## src/rtl/disp_pkg.sv

```systemverilog
// Shared glyph constants and nibble-to-segment encoding for the 7-segment scanner.
// Segment order is ABCDEFG with A in bit 6; all glyphs are active-low.
package disp_pkg;

    localparam logic [6:0] SEG_BLANK = 7'h7F;

    localparam logic [6:0] SEG_0 = 7'b0000001;
    localparam logic [6:0] SEG_1 = 7'b1001111;
    localparam logic [6:0] SEG_2 = 7'b0010010;
    localparam logic [6:0] SEG_3 = 7'b0000110;
    localparam logic [6:0] SEG_4 = 7'b1001100;
    localparam logic [6:0] SEG_5 = 7'b0100100;
    localparam logic [6:0] SEG_6 = 7'b0100000;
    localparam logic [6:0] SEG_7 = 7'b0001111;
    localparam logic [6:0] SEG_8 = 7'b0000000;
    localparam logic [6:0] SEG_9 = 7'b0000100;
    localparam logic [6:0] SEG_A = 7'b0001000;
    localparam logic [6:0] SEG_B = 7'b1100000;
    localparam logic [6:0] SEG_C = 7'b0110001;
    localparam logic [6:0] SEG_D = 7'b1000010;
    localparam logic [6:0] SEG_E = 7'b0110000;
    localparam logic [6:0] SEG_F = 7'b0111000;

    // Codes 10-15 render as letters only in hex mode; in decimal mode they go dark.
    function automatic logic [6:0] seg_encode(input logic [3:0] nibble, input logic hex_mode);
        logic [6:0] seg;
        case (nibble)
            4'h0:    seg = SEG_0;
            4'h1:    seg = SEG_1;
            4'h2:    seg = SEG_2;
            4'h3:    seg = SEG_3;
            4'h4:    seg = SEG_4;
            4'h5:    seg = SEG_5;
            4'h6:    seg = SEG_6;
            4'h7:    seg = SEG_7;
            4'h8:    seg = SEG_8;
            4'h9:    seg = SEG_9;
            4'hA:    seg = hex_mode ? SEG_A : SEG_BLANK;
            4'hB:    seg = hex_mode ? SEG_B : SEG_BLANK;
            4'hC:    seg = hex_mode ? SEG_C : SEG_BLANK;
            4'hD:    seg = hex_mode ? SEG_D : SEG_BLANK;
            4'hE:    seg = hex_mode ? SEG_E : SEG_BLANK;
            default: seg = hex_mode ? SEG_F : SEG_BLANK;
        endcase
        return seg;
    endfunction

endpackage

```

## src/rtl/seg_encode_7.sv

```systemverilog
// Combinational nibble-to-glyph encoder; thin wrapper so the lookup can be
// instantiated wherever a segment bus is driven.
module seg_encode_7
    import disp_pkg::*;
(
    input  logic [3:0] nibble,
    input  logic       hex_mode,
    output logic [6:0] seg
);

    always_comb begin
        seg = seg_encode(nibble, hex_mode);
    end

endmodule

```

## src/rtl/disp_7seg_scan.sv

```systemverilog
// Time-multiplexed driver for N common-anode 7-segment digits on one shared bus.
// Display data is double-buffered and only committed at frame boundaries.
module disp_7seg_scan
    import disp_pkg::*;
#(
    parameter int N_DIGITS = 4,
    parameter int DWELL    = 50000,
    parameter int BLANK    = 2
) (
    input  logic                  clk,
    input  logic                  rst_n,
    input  logic                  en,
    input  logic                  load,
    input  logic [4*N_DIGITS-1:0] data_in,
    input  logic [N_DIGITS-1:0]   dp_in,
    input  logic                  hex_mode,
    input  logic                  lz_blank,
    output logic [6:0]            seg_n,
    output logic                  dp_n,
    output logic [N_DIGITS-1:0]   an_n,
    output logic                  frame_done
);

    localparam int PW = $clog2(DWELL);
    localparam int IW = (N_DIGITS > 1) ? $clog2(N_DIGITS) : 1;

    localparam logic [PW-1:0] PRESC_LAST = PW'(DWELL - 1);
    localparam logic [PW-1:0] BLANK_END  = PW'(BLANK);
    localparam logic [IW-1:0] IDX_LAST   = IW'(N_DIGITS - 1);

    logic [PW-1:0]           presc;
    logic [IW-1:0]           idx;
    logic [4*N_DIGITS-1:0]   pend_data;
    logic [N_DIGITS-1:0]     pend_dp;
    logic                    pend_valid;
    logic [4*N_DIGITS-1:0]   disp_data;
    logic [N_DIGITS-1:0]     disp_dp;

    logic                    wrap;
    logic                    boundary;
    logic [3:0]              cur_nib;
    logic                    cur_dp;
    logic                    cur_lz;
    logic                    zero_above;
    logic [N_DIGITS-1:0]     an_next;
    logic [6:0]              glyph;
    logic [6:0]              seg_next;

    assign wrap     = en && (presc == PRESC_LAST);
    assign boundary = wrap && (idx == IDX_LAST);

    // Walk from the most significant digit down so zero_above tracks whether
    // every nibble from k upward is zero when digit k is reached.
    always_comb begin
        cur_nib    = 4'h0;
        cur_dp     = 1'b0;
        cur_lz     = 1'b0;
        zero_above = 1'b1;
        an_next    = '1;
        for (int k = N_DIGITS - 1; k >= 0; k--) begin
            zero_above = zero_above && (disp_data[4*k +: 4] == 4'h0);
            if (idx == IW'(k)) begin
                cur_nib = disp_data[4*k +: 4];
                cur_dp  = disp_dp[k];
                cur_lz  = zero_above && (k != 0);
                if (presc >= BLANK_END) begin
                    an_next[k] = 1'b0;
                end
            end
        end
    end

    seg_encode_7 u_seg_encode (
        .nibble   (cur_nib),
        .hex_mode (hex_mode),
        .seg      (glyph)
    );

    assign seg_next = (lz_blank && cur_lz) ? SEG_BLANK : glyph;

    always_ff @(posedge clk) begin
        if (!rst_n) begin
            presc <= '0;
            idx   <= '0;
        end else if (en) begin
            presc <= wrap ? '0 : presc + PW'(1);
            if (wrap) begin
                idx <= (idx == IDX_LAST) ? '0 : idx + IW'(1);
            end
        end
    end

    // A load coinciding with a boundary still refills pending after the old
    // pending contents have moved to the display.
    always_ff @(posedge clk) begin
        if (!rst_n) begin
            pend_data  <= '0;
            pend_dp    <= '0;
            pend_valid <= 1'b0;
            disp_data  <= '0;
            disp_dp    <= '0;
        end else begin
            if (boundary && pend_valid) begin
                disp_data <= pend_data;
                disp_dp   <= pend_dp;
            end
            if (load) begin
                pend_data  <= data_in;
                pend_dp    <= dp_in;
                pend_valid <= 1'b1;
            end else if (boundary) begin
                pend_valid <= 1'b0;
            end
        end
    end

    always_ff @(posedge clk) begin
        if (!rst_n) begin
            seg_n      <= SEG_BLANK;
            dp_n       <= 1'b1;
            an_n       <= '1;
            frame_done <= 1'b0;
        end else begin
            frame_done <= boundary;
            if (en) begin
                seg_n <= seg_next;
                dp_n  <= ~cur_dp;
                an_n  <= an_next;
            end else begin
                seg_n <= SEG_BLANK;
                dp_n  <= 1'b1;
                an_n  <= '1;
            end
        end
    end

endmodule
```

## config.mk

```make
export PLATFORM = sky130hd
export DESIGN_NAME = disp_7seg_scan
export DESIGN_NICKNAME = d
export VERILOG_FILES = /design/src/rtl/disp_pkg.sv /design/src/rtl/seg_encode_7.sv /design/src/rtl/disp_7seg_scan.sv
export SDC_FILE = /design/constraint.sdc
export NUM_CORES = 1
export LEC_CHECK = 0
export ABC_AREA = 1
export CORE_MARGIN = 2
export CORE_UTILIZATION = 60
export DETAILED_ROUTE_END_ITERATION = 10
export DONT_BUFFER_PORTS = 1
export HOLD_SLACK_MARGIN = 0.02
export PLACE_DENSITY = 0.79
export SLEW_MARGIN = 20
export SYNTH_ARGS = -nofsm -noshare
export SYNTH_HDL_FRONTEND = slang
export SYNTH_SLANG_ARGS = --single-unit
```

## constraint.sdc

```tcl
create_clock -name clk -period 2.3 [get_ports clk]
set_input_delay 0.46 -clock clk [delete_from_list [all_inputs] [get_ports clk]]
set_output_delay 0.46 -clock clk [all_outputs]
set_load 0.02 [all_outputs]
```

==> run summary, run 1 <==
Count of non-filler cells in the finished layout: 570. Row count: 27. The maximum root-to-sink buffer count was 2; the total number of nets in the final design was 525.

Counting cells, the worst reg-to-reg path comes to 7. The floorplan die height came out at 78.75 microns. The logs give 529 for the net count after synthesis and 4931 microns for the HPWL after detailed placement. The share of the synthesized area in the top cell type is 0.4300. The routed wire length is 6959 microns. The post-synthesis compound-gate area fraction was 0.08436; the largest clock skew in the final design was 0.004806 ns. Dividing the detail-routed via count by the number of cells gives 5.202. Share of layout cells above drive strength 1: 0.05823. The number of antenna violations at the first check in global routing is 0, and the combinational cell fraction of total power is 0.030. The fraction of the mapped netlist area in simple logic gates was 0.3692.

Yosys printed 0 warnings. Prior to clock tree synthesis, the placed netlist has a worst setup slack of 0.3140 ns. For the number of global-route vias before repair, the log shows 2,882. Type of the tightest min-delay check: in -> reg. The worst supply voltage drop on vdd came out at 474.3 uV. The main flop type after synthesis is dfxtp_1. Iteration count of the initial detailed-routing pass: 4. The arrival time reported for the critical path endpoint is 2.18 ns, and the sum of internal, switching and leakage power is 0.002402 W. The highest achievable clock rate came out at 0.5132 GHz. The cell with the most instances after synthesis is nor2_1. Counting stages on the worst path, the most repeated cell is nand2_1.

In the synthesized netlist, the number of instances is 497. The worst hold path was traced through 2 stages. The worst setup path is captured at a flop.

At the pin with the least slew margin, the transition time is 0.6348 ns. The largest fanout on the critical path came out at 14. The path type of the worst setup path was reg -> reg. After synthesis, the largest family of logic cells by area is simple AND/OR/NAND/NOR gates.

The internal power was 0.001864 W. The layout-stage area growth over the synthesis result was 6.458%; the final routed DRC violation total was 0. The critical path crosses 7 cells after its start point.

Once placement finished, the instance area stood at 3359 sq um. TritonCTS built the clock tree. The first global-routing pass estimated 12,140 microns of wire. The logs give 0 for the number of max-cap violations and 0.3513 ns for the minimum setup slack in the final design.

The count of nets left with antenna violations once routing finished came out at 0. Setup total negative slack on the finished layout was measured at 0 ns. After the first detailed-routing iteration, the DRC count stood at 109. The number of placed instances, taps included, is 554. The final antenna diode count is 0, and the adder-cell share of the synthesized area is 0.02240. The required time at the worst-slack endpoint is 2.53 ns. For this design, the slowest cell found on the critical path is nand2_1. By count the netlist is led by 127 x nor2_1, 113 x nand2_1, 72 x dfxtp_1.

In this run the post-CTS setup repair buffer count came out at 0. Detailed routing inserted a total of 2,965 vias. The switching part of the total power came out at 0.2239. The worst setup path is launched from a flop.

Once layout is done, the placed cells without fillers occupy 3568 sq um. The biggest cell delay along the critical path is 0.43 ns, and the mean instance size in the synthesized netlist is 6.744 sq um. For this run the aggregate overflow at the end of global routing stands at 0.

The die covers 6201 sq um. During placement, the flow inserted port buffers numbering 0. During I/O placement, the number of pins put on the boundary was 39. The part of the Yosys area used for sequential elements is 0.4300.

The power density over cell area is 673.2 nW/um^2, and the sink count of the clock tree is 72. The cell family contributing the most delay on the critical path is simple AND/OR/NAND/NOR gates. Of all cell types, the one taking the most synthesized area is dfxtp_1. The post-synthesis mux area share is 0. Summed over all cells, the static leakage comes to 1.706 nW. The worst relative slew slack came out at 0.5763. The fraction of registers with async set or reset after synthesis was 0; the final critical-path required period was 1.949 ns. The all-layer global routing usage is 0.2457, and the clock slew seen by the registers of the worst setup and hold paths is 0.07 ns.

The core region area came out at 5439 sq um. Setup repair after global routing left no endpoint under its margin. The netlist uses 31 different library cells. The congestion estimate from routability-driven global placement came to 0.9696. The critical path goes through ha_1 > nand2_1 > nor2_1 > nand3_2 > nand2_1 > a21oi_1 > o21a_1. The run gives 0.0005379 W as the switching power. The H-tree was split into 3 levels.

The final hold violation count is 0, and the average detailed-routed wire length per instance is 12.21 microns. The logs give 0 for the count of pins over their slew limit and 0 for the final setup violation count. Cell at the root of the clock tree: clkbuf_8. Counting both buffers and inverters, the worst setup path holds a total of 0.

The pin count of the biggest net entering global routing was 46; the total of flip-flops plus latches after synthesis was 72. The clock group share of total power was 0.424. The number of enable flip-flop cells after synthesis came out at 0. The share of the synthesized netlist area taken by xor and xnor gates is 0.007839, and the CTS buffer count is 9. The die width was 78.75 microns. Register share of total power: 0.546.

For the initial core utilization, the log shows 0.6163. Sorting the synthesized cells by area gives the leading types as dfxtp_1 43%, nor2_1 14%, nand2_1 13%. The clock latency of the later-clocked register in the worst-skew pair is 0.34 ns, and the final worst-path cycle share is 0.8473. The run finished with clean final reports. After synthesis the cells add up to 3352 sq um.
## timing repair
action / 4_1_cts / 5_1_grt
endpoints found under the setup margin: 0 / 4
endpoints found under the hold margin: 0 / 0
hold buffers: 0 / 0
resized for setup: 0 / 1
## cell usage in the layout, fill, tap and decap left out, types with 2 or more instances in the layout
cell	instances
a211oi_1	3
a21oi_1	16
clkbuf_8	11
clkinv_2	2
clkinvlp_4	2
dfxtp_1	72
ha_1	5
inv_1	52
nand2_1	113
nand3_1	25
nand4_1	5
nor2_1	127
nor2_2	4
nor3_1	8
nor3b_1	4
nor4_1	3
o21a_1	3
o21ai_0	25
o31ai_1	2
xor2_1	2
## state kept, by name, summed over array words and instances, names as in the netlist
register / cells
pend_valid: 1
idx: 2
dp_n: 1
pend_data: 16
pend_dp: 4
an_n: 4
disp_data: 16
seg_n: 7
presc: 16
disp_dp: 4
frame_done: 1
## path summary, 6_finish.rpt
kind / endpoint / slack [ns] / startpoint
max reg2reg: presc[9] / 0.35 / presc[1]
min reg2reg: disp_data[3] / 0.49 / pend_data[3]
min: disp_data[1] / 0.23 / rst_n
max: presc[9] / 0.35 / presc[1]
## kinds of logic (layout without fill, tap and decap cells)
logic type | after synthesis | count (layout)
AOI/OAI and AO/OA | 51 | 51
adders and majority gates | 6 | 6
DFF | 72 | 72
xor gates and xnor gates | 3 | 3
and+or+nand+nor | 296 | 296
buffers and inverters | 69 | 70
## cell type report
type / instances / area (sq um)
sequential: 72 / 1441
fill: 503 / 1871
clock buffer: 11 / 151.4
inverter: 53 / 198.9
clock inverter: 5 / 55.05
multi-input combinational: 356 / 1624
timing repair buffer: 1 / 7.507
tap: 72 / 90.09
## per-stage QoR
step	hold WS (ns)	util
2_1_floorplan	0.4017	-
3_3_place_gp	0.4666	0.6177
3_5_place_dp	0.4699	0.6177
4_1_cts	0.2227	0.6556
5_1_grt	0.2274	0.6561
6_report	0.2313	0.6561
## worst reg2reg max path, delay by kind of cell, from the launching register on
| kind | cells | cell delay [ns] |
|---|---|---|
| AOI/OAI and AO/OA | 2 | 0.27 |
| adders and majority gates | 1 | 0.25 |
| DFF | 1 | 0.42 |
| and+or+nand+nor | 4 | 0.91 |
## power by group through the flow
stage | sequential, W | combinational [W] | clock, W
6_report | 0.00131 | 0.0000723 | 0.00102
5_1_grt | 0.00132 | 0.0000856 | 0.00110
4_1_cts | 0.00131 | 0.0000733 | 0.00104
3_5_place_dp | 0.00134 | 0.0000723 | 0
3_3_place_gp | 0.00134 | 0.0000699 | 0
2_1_floorplan | 0.00133 | 0.0000718 | 0
## metal layers
layer / wire length, microns / global-route usage / vias to the layer above
met2: 3314 / 0.4137 / 53
li1: - / - / 1544
met4: 121 / 0.1175 / 0
met5: 0 / 0 / -
met3: 280 / 0.05227 / 13
met1: 3242 / 0.2991 / 1355
No activity file was read; power rests on OpenSTA's default activity.
==> run 2: changes to the inputs <==
CORE_UTILIZATION = 57   (was 60)
PLACE_DENSITY = 0.78   (was 0.79)
clock period = 1.65 ns   (was 2.3 ns; I/O delays follow)
==> run summary, run 2 (same netlist as run 1, synthesis figures left out) <==
The flow ran to the end, but the final reports show violations. The final reports fail on setup timing. For the number of design-rule violations left by the first detailed-router iteration, the log shows 198 (+82%). The critical path goes through inv_4 > ha_4 > a21oi_2 > nand2_2 > nand2_4 > nor2_4 > nand2_1 > nand2_2 > nor2_1 > nand3_2. The tightest min-delay check is of the in -> reg type. The run gives 3,043 (+5.6%) as the number of global-route vias before repair.

The logs give 8826 microns (+27%) for the routed wire length and 666.8 uV (+41%) for the worst supply voltage drop on vdd. The worst-path cell with the longest stage delay is dfxtp_4. The maximum level of the CTS H-tree was 3 (unchanged); the final worst-path cycle share was 1.099 (+0.2518).

The clock slew seen by the registers of the worst setup and hold paths was 0.08 ns (about the same). The core region area came out at 5608 sq um (+3.1%). The all-layer global routing usage was 0.2681 (+0.02237). The critical path ends at seg_n[1]. The maximum root-to-sink buffer count was 2 (unchanged).

The worst setup path is captured at a flop. The routed length on met1 is 3584 microns (+11%), and the filler cell count is 426 (-15%). The cell depth of the worst setup path came out at 10 (+3). The average detailed-routed wire length per instance works out to 14.73 microns (+21%). The sum of overflow across all layers after global routing was 0 (unchanged). The tools report the minimum setup slack in the final design as -0.1634 ns (-0.5147 ns). The power density over cell area was 812.0 nW/um^2 (+21%); the transition time of the tightest slew-check pin was 0.6077 ns (-0.02712 ns). The tools report the capture point of the worst reg-to-reg path as seg_n[1]. The static leakage power was 1.918 nW (+12%); the worst-case register-to-register setup slack was -0.16 ns (-0.51 ns). For the standard cell area after detailed placement, the log shows 3533 sq um (+5.2%). The logs give 2.06 ns (-0.12 ns) for the arrival time reported for the critical path endpoint and 46 (unchanged) for the pin count of the biggest net entering global routing. Length of routed met3 wiring: 511 microns (+83%). The tools report the number of max-cap violations as 0 (unchanged).

The number of vias after detailed routing was 3,241 (+9.3%). The worst-case hold slack is 0.09040 ns (-0.1409 ns), and the initial core utilization is 0.5977 (-0.01856). The final routed DRC violation total is 0 (unchanged).

The detailed router used layers up to and including met4. The cell depth of the worst min-delay path was 2 (unchanged); the biggest cell delay along the critical path was 0.39 ns (-0.04 ns). The depth of the most critical reg-to-reg path was 10 (+3). The worst setup path is launched from a flop. Compared with the post-synthesis result, the final layout area differs by 24.45%. TritonCTS built the clock tree. The final hold violation count is 0 (unchanged), and the post-placement worst setup slack is -0.2328 ns (-0.5469 ns). In this run the clock root is driven by a clkbuf_8. The final antenna diode count was 0 (unchanged); the count of hold-fix buffers inserted at cts was 0 (unchanged). The die width is 80.69 microns (+2.5%), and the routed length on met2 is 4483 microns (+35%). The count of nets left with antenna violations after detail routing was 0 (unchanged).

The run gives 0 (unchanged) as the count of pins over their slew limit. The count of pins on the block boundary was 39 (unchanged); the number of buffers and inverters on the critical path was 1 (+1). For the post-route cell area, the log shows 4172 sq um (+17%).

Leaving out fill and tap cells, the most frequent cells in the layout are 109 x nor2_1, 88 x nand2_1, 67 x dfxtp_1, 45 x inv_1. The global placer's final weighted congestion was 0.9541 (-1.6%); the area of the die was 6510 sq um (+5.0%). The tools report the sum of internal, switching and leakage power as 0.003387 W (+41%). The row count was 27 (unchanged); the worst relative slew slack was 0.5944 (+0.01810).

Iteration count of the initial detailed-routing pass: 7 (+3). The count of input and output buffers works out to 0 (unchanged). The critical path is of the reg -> reg type. The logs give 0.5515 GHz (+7.5%) for the highest achievable clock rate and 72 (unchanged) for the sink count of the clock tree. The number of antenna violations at the first check in global routing is 0 (unchanged), and the share of layout cells above drive strength 1 is 0.2467 (+0.1884).

The largest clock skew in the final design is 0.008865 ns (+0.004059 ns). Setup repair after global routing could not meet its margin everywhere. The CTS buffer count is 9 (unchanged), and the final critical-path required period is 1.813 ns (-0.1353 ns). The kind of cell with the highest combined delay along the critical path is simple AND/OR/NAND/NOR gates.

Required time at the worst-slack endpoint: 1.90 ns (-0.63 ns). Leaving out fill and tap cells, the most frequent cell in the layout is nor2_1. Total number of nets in the final design: 554 (+5.5%). The most critical setup path has its startpoint at idx[1].

The startpoint identified for the worst register-to-register timing path is idx[1]. The logs give 0.36 ns (+0.02 ns) for the clock latency of the later-clocked register in the worst-skew pair and 13,370 microns (+10%) for the global-route wire length before repair. The cell that appears most often on the critical path is nand2_2.

The via density per instance is 5.411 (+4.0%), and the final setup violation count is 7 (+7). The largest fanout on the critical path was 9 (-5); the floorplan die height was 80.69 microns (+2.5%). The HPWL after detailed placement came out at 5228 microns (+6.0%). The largest registers in the layout are disp_data (16), pend_data (16), presc (16).
==> run 2: repair_timing <==
action,4_1_cts,5_1_grt
setup buffers,5,5
gates cloned,0,1
pin swaps,20,27
resized for setup,42,57
hold endpoints to repair,0,0
setup endpoints to repair,7,32
==> run 2: worst min path at each step <==
stage	slack (ns)	to	startpoint
after floorplan	0.40	dp_n	disp_dp[0]
after global placement	0.46	disp_data[3]	rst_n
after detailed placement	0.46	disp_data[2]	rst_n
after CTS	0.08	disp_data[3]	rst_n
after global routing	0.09	disp_data[0]	rst_n
final	0.09	disp_data[1]	rst_n
==> run 2: worst reg2reg max path: stages (launching register included) <==
cell and delay (ns):
dfxtp_4 0.39, inv_4 0.06, ha_4 0.21, a21oi_2 0.29, nand2_2 0.14, nand2_4 0.13
nor2_4 0.05, nand2_1 0.10, nand2_2 0.10, nor2_1 0.15, nand3_2 0.08
==> run 2: area by class of cell <==
cell class / instances / area, sq um / area share
multi-input cells: 356 / 1946 / 0.4664
flip-flops and latches: 72 / 1453 / 0.3482
clock buffers: 13 / 158.9 / 0.03809
repair buffers: 30 / 275.3 / 0.06599
inverters: 53 / 209.0 / 0.05009
well taps: 72 / 90.09 / 0.02160
clock inverters: 3 / 40.04 / 0.009598
==> run 2: power by group <==
part           total (W)  internal, W  switching (W)
Combinational   0.000125    0.0000469      0.0000779
Clock            0.00144     0.000778       0.000661
Sequential       0.00182      0.00179      0.0000394
Total            0.00339      0.00261       0.000778
==> run 2: through the flow <==
stage | util | instances | TNS (ns)
after floorplan | - | 497 | 0
after global placement | 0.6301 | 572 | -1.254
after detailed placement | 0.6301 | 572 | -1.544
after CTS | 0.6972 | 593 | -0.1547
after global routing | 0.7439 | 599 | -1.771
final | 0.7439 | 599 | -1.032
==> run 2: metal layers <==
metal	GRT usage	up-vias
met5	0	-
met4	0.1017	0
met3	0.07191	30
met2	0.4650	101
met1	0.3142	1509
li1	-	1601
